===== src/rtl/mux_scan.sv =====
// Channel multiplexer with manual select and prescaled round-robin auto scan.
// All outputs are registered; out/ch_onehot follow the ch value loaded on the same edge.
module mux_scan #(
  parameter int unsigned WIDTH    = 4,
  parameter int unsigned CHANNELS = 4,
  parameter int unsigned DIV      = 100000,
  localparam int unsigned SELW    = (CHANNELS > 2) ? $clog2(CHANNELS) : 1
) (
  input  logic                      clk,
  input  logic                      rst_n,
  input  logic [CHANNELS*WIDTH-1:0] data_in,
  input  logic                      mode,
  input  logic [SELW-1:0]           sel,
  input  logic                      hold,
  output logic [WIDTH-1:0]          out,
  output logic [SELW-1:0]           ch,
  output logic [CHANNELS-1:0]       ch_onehot,
  output logic                      step
);

  localparam int unsigned PW = (DIV > 1) ? $clog2(DIV) : 1;

  logic [SELW-1:0]     ch_q, ch_d;
  logic [PW-1:0]       pre_q, pre_d;
  logic                step_q, step_d;
  logic [WIDTH-1:0]    out_q, out_d;
  logic [CHANNELS-1:0] onehot_q, onehot_d;

  // State register
  always_ff @(posedge clk or negedge rst_n) begin
    if (!rst_n) begin
      ch_q     <= '0;
      pre_q    <= '0;
      step_q   <= 1'b0;
      out_q    <= '0;
      onehot_q <= '0;
    end else begin
      ch_q     <= ch_d;
      pre_q    <= pre_d;
      step_q   <= step_d;
      out_q    <= out_d;
      onehot_q <= onehot_d;
    end
  end

  // Next channel/prescaler, then decode of the channel being loaded this edge
  always_comb begin
    ch_d     = ch_q;
    pre_d    = pre_q;
    step_d   = 1'b0;
    out_d    = '1;
    onehot_d = '0;

    if (!hold) begin
      if (!mode) begin
        ch_d  = sel;
        pre_d = '0;
      end else if (pre_q == PW'(DIV - 1)) begin
        pre_d  = '0;
        step_d = 1'b1;
        // An out-of-range index also wraps to channel 0
        ch_d   = (ch_q >= SELW'(CHANNELS - 1)) ? '0 : ch_q + SELW'(1);
      end else begin
        pre_d = pre_q + PW'(1);
      end
    end

    for (int unsigned k = 0; k < CHANNELS; k++) begin
      if (ch_d == SELW'(k)) begin
        out_d       = data_in[k*WIDTH +: WIDTH];
        onehot_d[k] = 1'b1;
      end
    end
  end

  assign out       = out_q;
  assign ch        = ch_q;
  assign ch_onehot = onehot_q;
  assign step      = step_q;

endmodule


===== config.mk =====
export PLATFORM = sky130hd
export DESIGN_NAME = mux_scan
export DESIGN_NICKNAME = d
export VERILOG_FILES = /design/src/rtl/mux_scan.sv
export SDC_FILE = /design/constraint.sdc
export NUM_CORES = 1
export LEC_CHECK = 0
export BUFFER_PORTS_ARGS = -buffer_cell sky130_fd_sc_hd__buf_2
export CORE_MARGIN = 4
export CORE_UTILIZATION = 47
export DETAILED_ROUTE_END_ITERATION = 7
export PLACE_DENSITY = 0.79
export SLEW_MARGIN = 20
export SYNTH_ARGS = -nofsm -noshare
export SYNTH_HDL_FRONTEND = slang
export SYNTH_SLANG_ARGS = --single-unit

===== constraint.sdc =====
create_clock -name clk -period 2.6 [get_ports clk]
set_input_delay 0.26 -clock clk [delete_from_list [all_inputs] [get_ports clk]]
set_output_delay 0.26 -clock clk [all_outputs]
set_load 0.1 [all_outputs]

==> flow_metrics.py <==
metrics = {
    "pwr": {
        "vdd_ir_drop_max_mv": 0.439,
        "clockPowerShare_pct": 19.3,
        "p_seq_share_pct": 45.1,
        "p_sw_share_pct": 40.3,
        "internal-power_uw": 641,
        "p_leak_uw": 0.000839,
        "p_total_uw": 1070,
        "power.switching_uw": 432,
        "pwr-share-comb_pct": 35.6,
        "p_per_area_nw_per_um2": 624,
    },
    "yosys": {
        "synth_adder_area_share_pct": 1.76,
        "synth_top_family_by_area": "simple AND/OR/NAND/NOR gates",
        "synth_simple_gate_area_share_pct": 23.4,
        "avgSynthCellArea_sq_um": 10.1,
        "synth_xor_area_share_pct": 6.78,
        "synth.distinct_cells": 32,
        "synth.area.mux_share_pct": 9.16,
        "synthCells": 140,
        "synth_compound_area_share_pct": 7.14,
        "yosysSeqAreaShare_pct": 49.3,
        "synth_warnings": 0,
        "synthesis.nets": 164,
        "synth_area_sq_um": 1420,
        "synth-seq-cells": 28,
    },
    "sta": {
        "fin_crit_sh_pct": 96.6,
        "grt_setup_unrepaired": "no",
        "max_freq_ghz": 0.398,
        "skew_ps": 4.59,
        "period_minus_slack_ps": 2510,
        "setup_viol": 0,
        "hold_viol": 0,
        "worstMarginPinSlew_ps": 613,
        "report.final.slew_viol_count": 0,
        "whs_ps": 219,
        "finalSetupTns_ps": 0,
        "finalWorstSetupSlack_ps": 87.9,
        "relSlewSlack_pct": 59.2,
    },
    "final_layout": {
        "diodes": 0,
        "seqCellArea_sq_um": 701,
        "multi_input_area_sq_um": 693,
        "mostFrequentLayoutCell": "buf_2",
        "nNetsFinal": 205,
        "final.fill_count": 250,
        "area_delta_synth_final_pct": 21.0,
        "final_util_pct": 60.7,
        "drive_above_1_share_pct": 28.3,
        "final_cell_mix": "buf_2 (32), dfrtp_1 (28), nor2_1 (25), mux2i_1 (13), nand2_1 (10)",
    },
    "route": {
        "vias_per_cell": 5.46,
        "wl_per_cell_um": 14.0,
        "drc": 0,
        "wirelength_um": 2960,
        "vias": 1153,
        "first_pass_iters": 4,
        "drt_iter0_drc": 63,
        "antenna_left": 0,
    },
    "setup_path": {
        "cp_max_fo": 11,
        "critPathSlowestCell": "or4_4",
        "r2r_end": "out[2]",
        "worstPathCellList": "or4b_1 -> or4_4 -> or4_4 -> nand3_4 -> inv_4 -> mux2i_1 -> mux2i_1",
        "worst-endpoint-arrival_ps": 2730,
        "regToRegStartpoint": "pre_q[14]",
        "r2r_setup_slack_ps": 90,
        "worstRegToRegCells": 7,
        "end_kind": "register",
        "cp.required_ps": 2820,
        "critical_path.max_stage_delay_ps": 540,
        "critPathKind": "reg2reg",
        "start_kind": "register",
    },
    "global_route": {
        "first_global_vias": 1201,
        "grt_pass1_wl_um": 5230,
        "antenna_found_initial": 0,
        "grt_usage_pct": 16.0,
        "grt.overflow.total": 0,
        "grt_start_max_net_pins": 29,
    },
    "die": {
        "design.core.area_sq_um": 2830,
        "floorplan.rows": 19,
        "fp.dieW_um": 63.0,
        "fp.dieH_um": 63.0,
        "die_area_sq_um": 3970,
        "pin_count": 33,
        "initial_core_util_pct": 50.2,
    },
    "placed_design": {
        "gp_congestion": 0.796,
        "portBuffers": 32,
        "place_ws_ps": 8.22,
        "post-dp-hpwl_um": 2280,
    },
    "hold_path": {
        "hold_end": "out[0]",
        "whs_path_depth": 3,
        "min_from": "data_in[4]",
        "min_path_type": "in2reg",
    },
    "clocking": {
        "clk_pin_slew_ps": 140,
        "cts.sinks": 28,
        "cts_buffers": 3,
        "cts_tree": "done",
        "cts_max_level": 1,
        "root_buffer": "clkbuf_4",
        "clock_latency_ps": 320,
        "clock_path_buffers": 2,
    },
    "run": {
        "maxCapViolations": 0,
    },
    "outcome": {
        "outcome": "finished clean",
    },
}
==> cells in the mapped netlist <==
cell type / instances / area, sq um
o211ai_1: 1 / 7.51
nor2_1: 25 / 93.8
nor3_1: 2 / 10.0
and2_1: 2 / 12.5
and3_1: 3 / 18.8
inv_2: 2 / 7.51
xor2_1: 7 / 61.3
o21ai_0: 8 / 40.0
or4_4: 2 / 22.5
a21o_1: 1 / 7.51
clkbuf_1: 3 / 11.3
xnor2_1: 4 / 35.0
a21oi_1: 1 / 5.00
or2_2: 1 / 6.26
nand2_1: 10 / 37.5
nor2b_1: 2 / 12.5
or4b_2: 1 / 10.0
nand3b_1: 1 / 7.51
o31ai_1: 2 / 15.0
dfrtp_1: 28 / 701
a221oi_4: 1 / 26.3
nand3_1: 8 / 40.0
nand3_2: 1 / 10.0
nor3b_1: 1 / 7.51
nand2b_1: 3 / 18.8
inv_1: 1 / 3.75
nand4_1: 1 / 6.26
and4_1: 1 / 8.76
buf_6: 1 / 11.3
mux2i_1: 13 / 130
ha_1: 2 / 25.0
or4b_1: 1 / 10.0
==> state kept, by name (all words and copies together) (netlist names) <==
| name | flops |
|---|---|
| pre_q | 17 |
| ch_onehot | 4 |
| out | 4 |
| ch | 2 |
| step | 1 |
==> per-stage QoR <==
| stage | instances | area, sq um |
|---|---|---|
| floorplan | 140 | 1420 |
| global placement | 200 | 1600 |
| CTS | 207 | 1670 |
| finish | 211 | 1720 |
| global route | 211 | 1720 |
| detailed placement | 200 | 1600 |
==> critical path: cells and delay by family (launching register included) <==
| kind | cells | cell delay (ps) |
|---|---|---|
| DFF | 1 | 400 |
| buffers and inverters | 1 | 80 |
| and+or+nand+nor | 4 | 1640 |
| muxes | 2 | 280 |
==> cell type report <==
cell class / count / share of cell area, %
Sequential cell: 28 / 40.8
Multi-Input combinational cell: 105 / 40.3
Timing Repair Buffer: 40 / 13.7
Tap cell: 31 / 2.26
Clock buffer: 4 / 2.11
Inverter: 3 / 0.801
==> power groups by stage <==
| stage | Combinational, uW | Sequential (uW) | Clock (uW) |
|---|---|---|---|
| finish | 382 | 484 | 207 |
| global route | 403 | 489 | 236 |
| CTS | 366 | 486 | 215 |
| detailed placement | 365 | 495 | 0 |
| global placement | 357 | 492 | 0 |
| floorplan | 89.5 | 698 | 0 |
==> cell families after synthesis <==
logic type | Yosys count
AO/OA/AOI/OAI | 14
adder cells (fa/ha/maj) | 2
buffers and inverters | 7
multiplexers | 13
XOR/XNOR | 11
AND/OR/NAND/NOR | 65
flip-flops | 28
==> layer usage <==
metal | part of all wire, % | vias up | global-route usage (%)
met4 | 0.41 | 0 | 4.13
met3 | 6.4 | 2 | 3.42
met5 | 0 | - | 0
li1 | - | 558 | -
met2 | 52 | 32 | 29.8
met1 | 41 | 561 | 18.4
==> worst max path at each step <==
stage	from	to	slack (ps)	cells after the start
3_3_place_gp	pre_q[14]	out[1]	120	7
3_5_place_dp	pre_q[14]	out[2]	8	7
2_1_floorplan	ch[0]	out[0]	100	7
6_report	pre_q[14]	out[2]	90	7
4_1_cts	pre_q[11]	out[2]	30	7
5_1_grt	pre_q[14]	out[2]	0.06	7
==> timing repair <==
action,CTS,global route
endpoints found under the setup margin,1,4
setup buffers,2,4
endpoints found under the hold margin,28,0
gates cloned,0,0
gates resized for setup,0,3
hold buffers,1,0
No activity file was read; power rests on OpenSTA's default activity.
